<file path="src/rtl/fp_pkg.sv">
// rtl/fp_pkg.sv - shared fp32 constants, flag indices and converter FSM states
package fp_pkg;

  typedef enum logic [1:0] {
    ST_IDLE  = 2'd0,
    ST_SHIFT = 2'd1,
    ST_ROUND = 2'd2,
    ST_DONE  = 2'd3
  } conv_state_t;

  localparam logic [7:0]  FP32_BIAS     = 8'd127;
  localparam logic [7:0]  FP32_EXP_MAX  = 8'd255;
  localparam logic [7:0]  CONV_EXP_BASE = 8'd150;
  localparam logic [7:0]  CONV_EXP_OVF  = CONV_EXP_BASE + 8'd8;
  localparam logic [31:0] INT32_MAX     = 32'h7FFF_FFFF;
  localparam logic [31:0] INT32_MIN     = 32'h8000_0000;

  localparam int FLAG_INVALID = 1;
  localparam int FLAG_INEXACT = 0;

endpackage

</file>
<file path="src/rtl/fp32_classify.sv">
// rtl/fp32_classify.sv - fp32 field split and special-value classification
module fp32_classify
  import fp_pkg::*;
(
  input  logic [31:0] i_a,
  output logic        o_sign,
  output logic [7:0]  o_exp,
  output logic [22:0] o_frac,
  output logic        o_hidden,
  output logic [23:0] o_mant,
  output logic        o_is_nan,
  output logic        o_is_inf,
  output logic        o_is_zero_or_denorm
);

  assign o_sign              = i_a[31];
  assign o_exp               = i_a[30:23];
  assign o_frac              = i_a[22:0];
  assign o_hidden            = (o_exp != 8'd0);
  assign o_mant              = {o_hidden, o_frac};
  assign o_is_nan            = (o_exp == FP32_EXP_MAX) && (o_frac != 23'd0);
  assign o_is_inf            = (o_exp == FP32_EXP_MAX) && (o_frac == 23'd0);
  assign o_is_zero_or_denorm = (o_exp == 8'd0);

endmodule

</file>
<file path="src/rtl/fp_to_int.sv">
// rtl/fp_to_int.sv - multi-cycle fp32 to int32 converter, one shift bit per cycle
// FP_TO_INT_RNE_EN selects round-to-nearest-even; otherwise truncate toward zero.
module fp_to_int
  import fp_pkg::*;
(
  input  logic        clk,
  input  logic        rst,
  input  logic        in_valid,
  output logic        in_ready,
  input  logic [31:0] in_a,
  output logic        out_valid,
  input  logic        out_ready,
  output logic [31:0] out_int,
  output logic [1:0]  out_flags
);

  logic        w_sign, w_hidden, w_is_nan, w_is_inf, w_is_zero;
  logic [7:0]  w_exp;
  logic [22:0] w_frac;
  logic [23:0] w_mant;

  fp32_classify u_classify (
    .i_a                 (in_a),
    .o_sign              (w_sign),
    .o_exp               (w_exp),
    .o_frac              (w_frac),
    .o_hidden            (w_hidden),
    .o_mant              (w_mant),
    .o_is_nan            (w_is_nan),
    .o_is_inf            (w_is_inf),
    .o_is_zero_or_denorm (w_is_zero)
  );

  conv_state_t r_state, w_next;
  logic [31:0] r_mag, r_spec_int;
  logic [7:0]  r_count;
  logic        r_sign, r_guard, r_sticky, r_left, r_special, r_spec_inv;

  logic w_sat, w_exact_min, w_tiny, w_left, w_to_shift;
  assign w_sat       = w_is_nan || w_is_inf || (w_exp >= CONV_EXP_OVF);
  assign w_exact_min = w_sign && (w_exp == CONV_EXP_OVF) && (w_frac == 23'd0);
  assign w_tiny      = !w_is_zero && (w_exp < (FP32_BIAS - 8'd1));
  assign w_left      = (w_exp >= CONV_EXP_BASE);
  assign w_to_shift  = !w_sat && !w_is_zero && !w_tiny && (w_exp != CONV_EXP_BASE);

  logic        w_inc, w_invalid, w_inexact;
  logic [31:0] w_rounded, w_result;
`ifdef FP_TO_INT_RNE_EN
  assign w_inc = r_guard && (r_sticky || r_mag[0]);
`else
  assign w_inc = 1'b0;
`endif
  assign w_rounded = r_mag + {31'd0, w_inc};

  // Specials carry a preloaded result; only a positive 2^31 can overflow after rounding.
  always_comb begin
    w_result  = r_spec_int;
    w_invalid = r_spec_inv;
    if (!r_special) begin
      if (w_rounded[31] && !r_sign) begin
        w_result  = INT32_MAX;
        w_invalid = 1'b1;
      end else begin
        w_result = r_sign ? (~w_rounded + 32'd1) : w_rounded;
      end
    end
  end
  assign w_inexact = (r_guard || r_sticky) && !w_invalid;

  always_ff @(posedge clk or posedge rst) begin
    if (rst) r_state <= ST_IDLE;
    else     r_state <= w_next;
  end

  always_comb begin
    w_next    = r_state;
    in_ready  = 1'b0;
    out_valid = 1'b0;
    case (r_state)
      ST_IDLE: begin
        in_ready = 1'b1;
        if (in_valid) w_next = w_to_shift ? ST_SHIFT : ST_ROUND;
      end
      ST_SHIFT: if (r_count == 8'd1) w_next = ST_ROUND;
      ST_ROUND: w_next = ST_DONE;
      ST_DONE: begin
        out_valid = 1'b1;
        if (out_ready) w_next = ST_IDLE;
      end
      default: w_next = ST_IDLE;
    endcase
  end

  always_ff @(posedge clk or posedge rst) begin
    if (rst) begin
      r_mag      <= 32'd0;
      r_spec_int <= 32'd0;
      r_count    <= 8'd0;
      r_sign     <= 1'b0;
      r_guard    <= 1'b0;
      r_sticky   <= 1'b0;
      r_left     <= 1'b0;
      r_special  <= 1'b0;
      r_spec_inv <= 1'b0;
      out_int    <= 32'd0;
      out_flags  <= 2'd0;
    end else begin
      case (r_state)
        ST_IDLE: if (in_valid) begin
          r_sign     <= w_sign;
          r_mag      <= 32'd0;
          r_guard    <= 1'b0;
          r_sticky   <= 1'b0;
          r_left     <= 1'b0;
          r_count    <= 8'd0;
          r_special  <= 1'b0;
          r_spec_inv <= 1'b0;
          r_spec_int <= 32'd0;
          if (w_is_nan) begin
            r_special  <= 1'b1;
            r_spec_inv <= 1'b1;
            r_spec_int <= INT32_MAX;
          end else if (w_exact_min) begin
            r_special  <= 1'b1;
            r_spec_int <= INT32_MIN;
          end else if (w_sat) begin
            r_special  <= 1'b1;
            r_spec_inv <= 1'b1;
            r_spec_int <= w_sign ? INT32_MIN : INT32_MAX;
          end else if (w_is_zero) begin
            r_sticky <= |w_frac;
          end else if (w_tiny) begin
            r_sticky <= w_hidden;
          end else if (w_left) begin
            r_mag   <= {8'd0, w_mant};
            r_left  <= 1'b1;
            r_count <= w_exp - CONV_EXP_BASE;
          end else begin
            r_mag   <= {8'd0, w_mant};
            r_count <= CONV_EXP_BASE - w_exp;
          end
        end
        ST_SHIFT: begin
          r_count <= r_count - 8'd1;
          if (r_left) begin
            r_mag <= r_mag << 1;
          end else begin
            r_mag    <= r_mag >> 1;
            r_guard  <= r_mag[0];
            r_sticky <= r_sticky | r_guard;
          end
        end
        ST_ROUND: begin
          out_int                <= w_result;
          out_flags[FLAG_INVALID] <= w_invalid;
          out_flags[FLAG_INEXACT] <= w_inexact;
        end
        default: ;
      endcase
    end
  end

endmodule

</file>
<file path="config.mk">
export PLATFORM = sky130hd
export DESIGN_NAME = fp_to_int
export DESIGN_NICKNAME = d
export VERILOG_FILES = /design/src/rtl/fp_pkg.sv /design/src/rtl/fp32_classify.sv /design/src/rtl/fp_to_int.sv
export SDC_FILE = /design/constraint.sdc
export NUM_CORES = 1
export LEC_CHECK = 0
export CAP_MARGIN = 20
export CORE_ASPECT_RATIO = 1.2
export CORE_MARGIN = 4
export CORE_UTILIZATION = 41
export DETAILED_ROUTE_END_ITERATION = 12
export PLACE_DENSITY = 0.68
export SLEW_MARGIN = 40
export SYNTH_ARGS = -nofsm -noshare
export SYNTH_HDL_FRONTEND = slang
export SYNTH_SLANG_ARGS = --single-unit
</file>
<file path="constraint.sdc">
create_clock -name clk -period 6.15 [get_ports clk]
set_clock_uncertainty 0.15 [all_clocks]
set_input_delay 0.9225 -clock clk [delete_from_list [all_inputs] [get_ports clk]]
set_output_delay 0.9225 -clock clk [all_outputs]
set_load 0.02 [all_outputs]
</file>
# After elaboration in Yosys (flattened, before gate mapping)
# Cells that the tools add are included.
word_totals:
  regBits: 114
  output_inout_bits: 36
op_classes:
  n_addsub: 4
  n_lt_le_gt_ge: 3
  eq_ne: 11
  mux: 54
  bitwise_logic: 2
  n_reduce_logical: 29
op_table:
  columns: ["op", "n"]
  rows:
  - ["2-to-1 mux 32 bit", 9]
  - ["2-to-1 mux 24 bit", 5]
  - ["case mux 32 bit (2 select lines)", 1]
  - ["2-to-1 mux 8 bit", 7]
  - ["adder 32 x 1 -> 32 bit (second input constant)", 1]
  - ["NOT 32 bit", 1]
  - ["2-to-1 mux 1 bit", 24]
  - ["zero test 23 bit", 1]
  - ["nonzero test 23 bit", 1]
  - ["OR reduction 23 bit", 1]
  - ["equality test 8 bit (second input constant)", 2]
  - [">= comparator 8 bit (second input constant)", 2]
  - ["case mux 8 bit (2 select lines)", 1]
  - ["logical AND 1 bit", 10]
  - ["equality test 8 x 1 -> 1 bit (second input constant)", 1]
  - ["zero test 8 bit", 1]
  - ["< comparator 8 x 7 -> 1 bit (second input constant)", 1]
  - ["2-to-1 mux 2 bit", 4]
  - ["inequality test 2 bit (second input constant)", 4]
  - ["inequality test 8 bit (second input constant)", 1]
  - ["case mux 2 bit (4 select lines)", 1]
  - ["nonzero test 8 bit", 1]
  - ["subtractor 8 x 1 -> 8 bit (second input constant)", 1]
  - ["subtractor 8 bit (first input constant)", 1]
  - ["11 further kinds", 21]

# Depth between registers and ports, before layout
logic_depth:
  depth_word: 11
  ltp_mapped: 9

# Cells and area by module
# A second synthesis with hierarchy kept.
hier_totals:
  cells_unflattened: 707
  area_unflattened_um2: 6053.3
modules_own_cells:
  columns: ["mod", "instances", "cells_each", "area_per_inst_um2"]
  rows:
  - ["fp_to_int", 1, 634, 5530.3]
  - ["fp32_classify", 1, 73, 523.0]

# Worst setup path before layout
# No wires, ideal clock.
synth_path:
  path_type: "input -> register"
  start: "input in_a[25]"
  end: "register r_count[3]"
  setup_ns: 0.083
  arrival_ns: 2.388
  setup_slack_ns: 3.529
  stages: 7
  path_buffers: 2
  cell_sequence: "clkbuf_1 -> nand2_1 -> or4_1 -> a21oi_2 -> buf_2 -> nand2_1 -> o21ai_0"
synth_between:
  elab_chain_cells: 10
synth_lines:
  columns: ["element", "line_no", "source"]
  rows:
  - ["start, declared", "fp_to_int.sv:10", "input logic [31:0] in_a,"]
  - ["parallel branches: the longest is 7 deep, another holds subtractor 8 bit", null, null]
  - ["2-to-1 mux 8 bit *", "fp_to_int.sv:119", "if (w_is_nan) begin"]
  - ["2-to-1 mux 8 bit *", "fp_to_int.sv:109", "ST_IDLE: if (in_valid) begin"]
  - ["case mux 8 bit (2 select lines) *", "fp_to_int.sv:108", "case (r_state)"]
  - ["end signal, assigned", "fp_to_int.sv:137", "r_count <= w_exp - CONV_EXP_BASE;"]
  - ["end signal, assigned", "fp_to_int.sv:140", "r_count <= CONV_EXP_BASE - w_exp;"]
  - ["end signal, assigned", "fp_to_int.sv:144", "r_count <= r_count - 8'd1;"]
  - ["end, declared", "fp_to_int.sv:36", "logic [7:0] r_count;"]
# Every way passes the cells marked *. The select of a mux whose other input is x is not followed.
# A chain may end at the register's enable or synchronous reset.

# Final worst setup path
layout_path:
  start: "input in_a[23]"
  end: "register r_mag[15]"
layout_between:
  elab_chain_cells: 10
layout_lines:
  columns: ["element", "line_no", "source"]
  rows:
  - ["parallel branches: the longest is 7 deep, another holds < comparator 8 x 7 -> 1 bit", null, null]
  - ["2-to-1 mux 24 bit *", "fp_to_int.sv:119", null]
  - ["2-to-1 mux 32 bit *", "fp_to_int.sv:109", null]
  - ["case mux 32 bit (2 select lines) *", "fp_to_int.sv:108", null]
  - ["end signal, assigned", "fp_to_int.sv:135", "r_mag <= {8'd0, w_mant};"]
  - ["end signal, assigned", "fp_to_int.sv:139", "r_mag <= {8'd0, w_mant};"]
  - ["end signal, assigned", "fp_to_int.sv:146", "r_mag <= r_mag << 1;"]
  - ["end, declared", "fp_to_int.sv:35", "logic [31:0] r_mag, r_spec_int;"]
# Marked as above.

==> impl_metrics.ini <==
[power_and_ir_drop]
ir_drop_mv = 0.201
p_leak_uw = 0.00254
pwr_density_cell_nw_per_um2 = 530
p_total_uw = 3550

[finish]
final_area_um2 = 6700
final_nets = 760
multiInputGateArea_um2 = 3210
final_util_pct = 50.4
drive_above_1_share_pct = 7.11
antenna_cells = 0
area.growth.synth_to_final_pct = 19.3
mostFrequentLayoutCells = 83 x dfrtp_1, 82 x a21oi_1, 81 x nor2_1
final_common_cell = dfrtp_1
regArea_um2 = 2100
fill_cells = 1289

[synthesis]
syn_area_um2 = 5620
synth-edff-count = 0
synth.avg_cell_area_um2 = 8.24
synthesis.nets = 730
ys_seq_area_share_pct = 37.4
synth-seq-cells = 84
synth_warnings = 0
synthArstFlopShare_pct = 100
ys.flop_type = dfrtp_1
synth.area.top_cells = dfrtp_1 37%, a21oi_1 7.3%, mux2i_1 6.6%
synth.top_cell.area_share_pct = 37.4
syn_inst = 682
synth_area_leader_cell = dfrtp_1
ys_types = 71

[sta]
maxSlewViolCount = 0
fmax_mhz = 309
fin_setup_tns_ns = 0
period_minus_slack_ns = 3.23
hold_violations = 0
relSlewSlack_pct = 47.3
fin_crit_sh_pct = 52.6
finalWorstSetupSlack_ns = 2.92
max_slew.worst_pin.slew_ns = 0.791
rsz0062_at_grt = false
setup_viol = 0

[worst_hold_path]
min_path_type = flop to flop

[drt]
postRouteAntennaNets = 0
vias = 5326
drt_pass1_iterations = 5
drt_iter0_drc = 403
top_layer = met4
wl_met2_um = 7510
drc = 0
wl_met1_um = 7010
wl_per_cell_um = 17.9
drt-total-wl_um = 15800
wl_met3_um = 960
via_per_inst = 6.02

[status]
status = finished clean

[clocking]
cts_setup_buffers = 0
cts_htree_levels = 3
cts_hold_buf = 0
cts_buffers = 9
clock-sinks = 84
clk_latency_ns = 0.34
clk_path_buf_depth = 2
clockRootBuffer = clkbuf_16
cts_resized = 0
cts_tree = done
cts.clk_slew.worst_paths_ns = 0.07

[floorplanning]
die-area_um2 = 15600
core_area_um2 = 13300
ios = 72
die_h_um = 136
fp-row-count = 46
initial_core_util_pct = 42.3
die_w_um = 115

[placement]
port_buffers = 71
dpl_worst_slack_ns = 2.60
postPlaceCellArea_um2 = 6390
place_congestion = 0.946
hpwl_um = 11200

[setup_path]
end_kind = flop
critPathTopFamily = compound AO/OA/AOI/OAI gates
critPathKind = input port to flop
required_ns = 6.27
crit_path_start_kind = input port
critPathBufInv = 2
crit_fanout = 25
cp_slowest_cell = a21oi_4
crit_top_cell = a21oi_1
path_cells = clkdlybuf4s50_1 > inv_1 > ha_1 > o2111ai_1 > nand3_1 > a21oi_4 > a21oi_1 > a21oi_1
critical-path-max-stage-delay_ns = 0.62
crit_arrival_ns = 3.35

[grt]
grt-ovfl-total = 0
grt_pass1_vias = 5084
grt_max_degree = 85
antenna_found_initial = 0
grt_pass1_wl_um = 26000
grt_use_total_pct = 20.6

[job]
cap_viol_max_count = 0
-- through the flow --
step | instances | hold WS, ns
after floorplan | 682 | 0.301
after global placement | 867 | 0.316
after detailed placement | 869 | 0.325
after CTS | 885 | 0.340
after global routing | 885 | 0.359
final | 885 | 0.333
-- routing by layer --
metal  GRT usage (%)  vias to the layer above
met5               0                        -
met4            7.83                        0
met3            2.58                       25
met2            32.5                      215
met1            28.9                     2542
li1                -                     2544
-- final timing paths --
path	depth (start not counted)	from	slack (ns)	to
setup / recovery	8	in_a[23]	2.92	r_mag[15]$_DFFE_PP0P_
hold / removal	1	out_int[3]$_DFFE_PP0P_	0.33	out_int[3]$_DFFE_PP0P_
setup reg to reg	7	r_state[1]$_DFFE_PP0P_	3.03	r_count[5]$_DFFE_PP0P_
hold reg to reg	1	out_int[3]$_DFFE_PP0P_	0.33	out_int[3]$_DFFE_PP0P_
max in group asynchronous	3	rst	4.41	r_special$_DFFE_PP0P_
min in group asynchronous	3	rst	0.95	out_flags[1]$_DFFE_PP0P_
-- report_power, final --
part,internal (uW),switching (uW)
registers,809,362
logic,787,1040
clock network,316,234
-- sequential cells by signal, indices dropped and copies added, names as in the netlist --
signal and flops:
out_int 32, r_mag 32, r_count 8, out_flags 2
r_spec_int 2, r_state 2, r_guard 1, r_left 1
r_sign 1, r_spec_inv 1, r_special 1, r_sticky 1
-- area by class of cell --
cell class	count	area share, %
clock buffer	9	3.36
clock inverter	7	1.12
inverter	20	1.14
multi-input combinational	517	48.0
sequential	84	31.4
tap	168	3.14
timing repair buffer	80	11.9
-- synth_stat cells (7+ instances only) --
cell type  instances
nor4_1            12
nand2_1           50
clkbuf_1          48
a31oi_1            9
mux2i_1           37
ha_1              12
inv_1             18
xnor2_1            9
dfrtp_1           84
nor2_1            82
o31ai_1            8
nand4_1            8
nor3_1            20
nand3_1           16
mux2_2             7
a21oi_1           82
a21o_1             7
o21ai_0           46
o211ai_1          11
-- kinds of logic (layout without fill, tap and decap cells) --
kind of cell	after synthesis	count (layout)	synth area share, %
flops	84	84	37.4
mux	44	44	8.00
xor+xnor	11	11	1.72
fa+ha+maj	12	12	2.67
simple gates	228	228	20.0
buf+inv	81	116	5.81
compound gates	222	222	24.4
-- worst reg2reg max path: stages, from the launching register on --
cell      delay, ns
dfrtp_1        0.41
inv_1          0.09
ha_1           0.67
inv_2          0.51
o21ai_4        0.63
nand2_1        0.14
mux2_2         0.29
o211ai_1       0.16
Power figures use the tool's default switching activity.
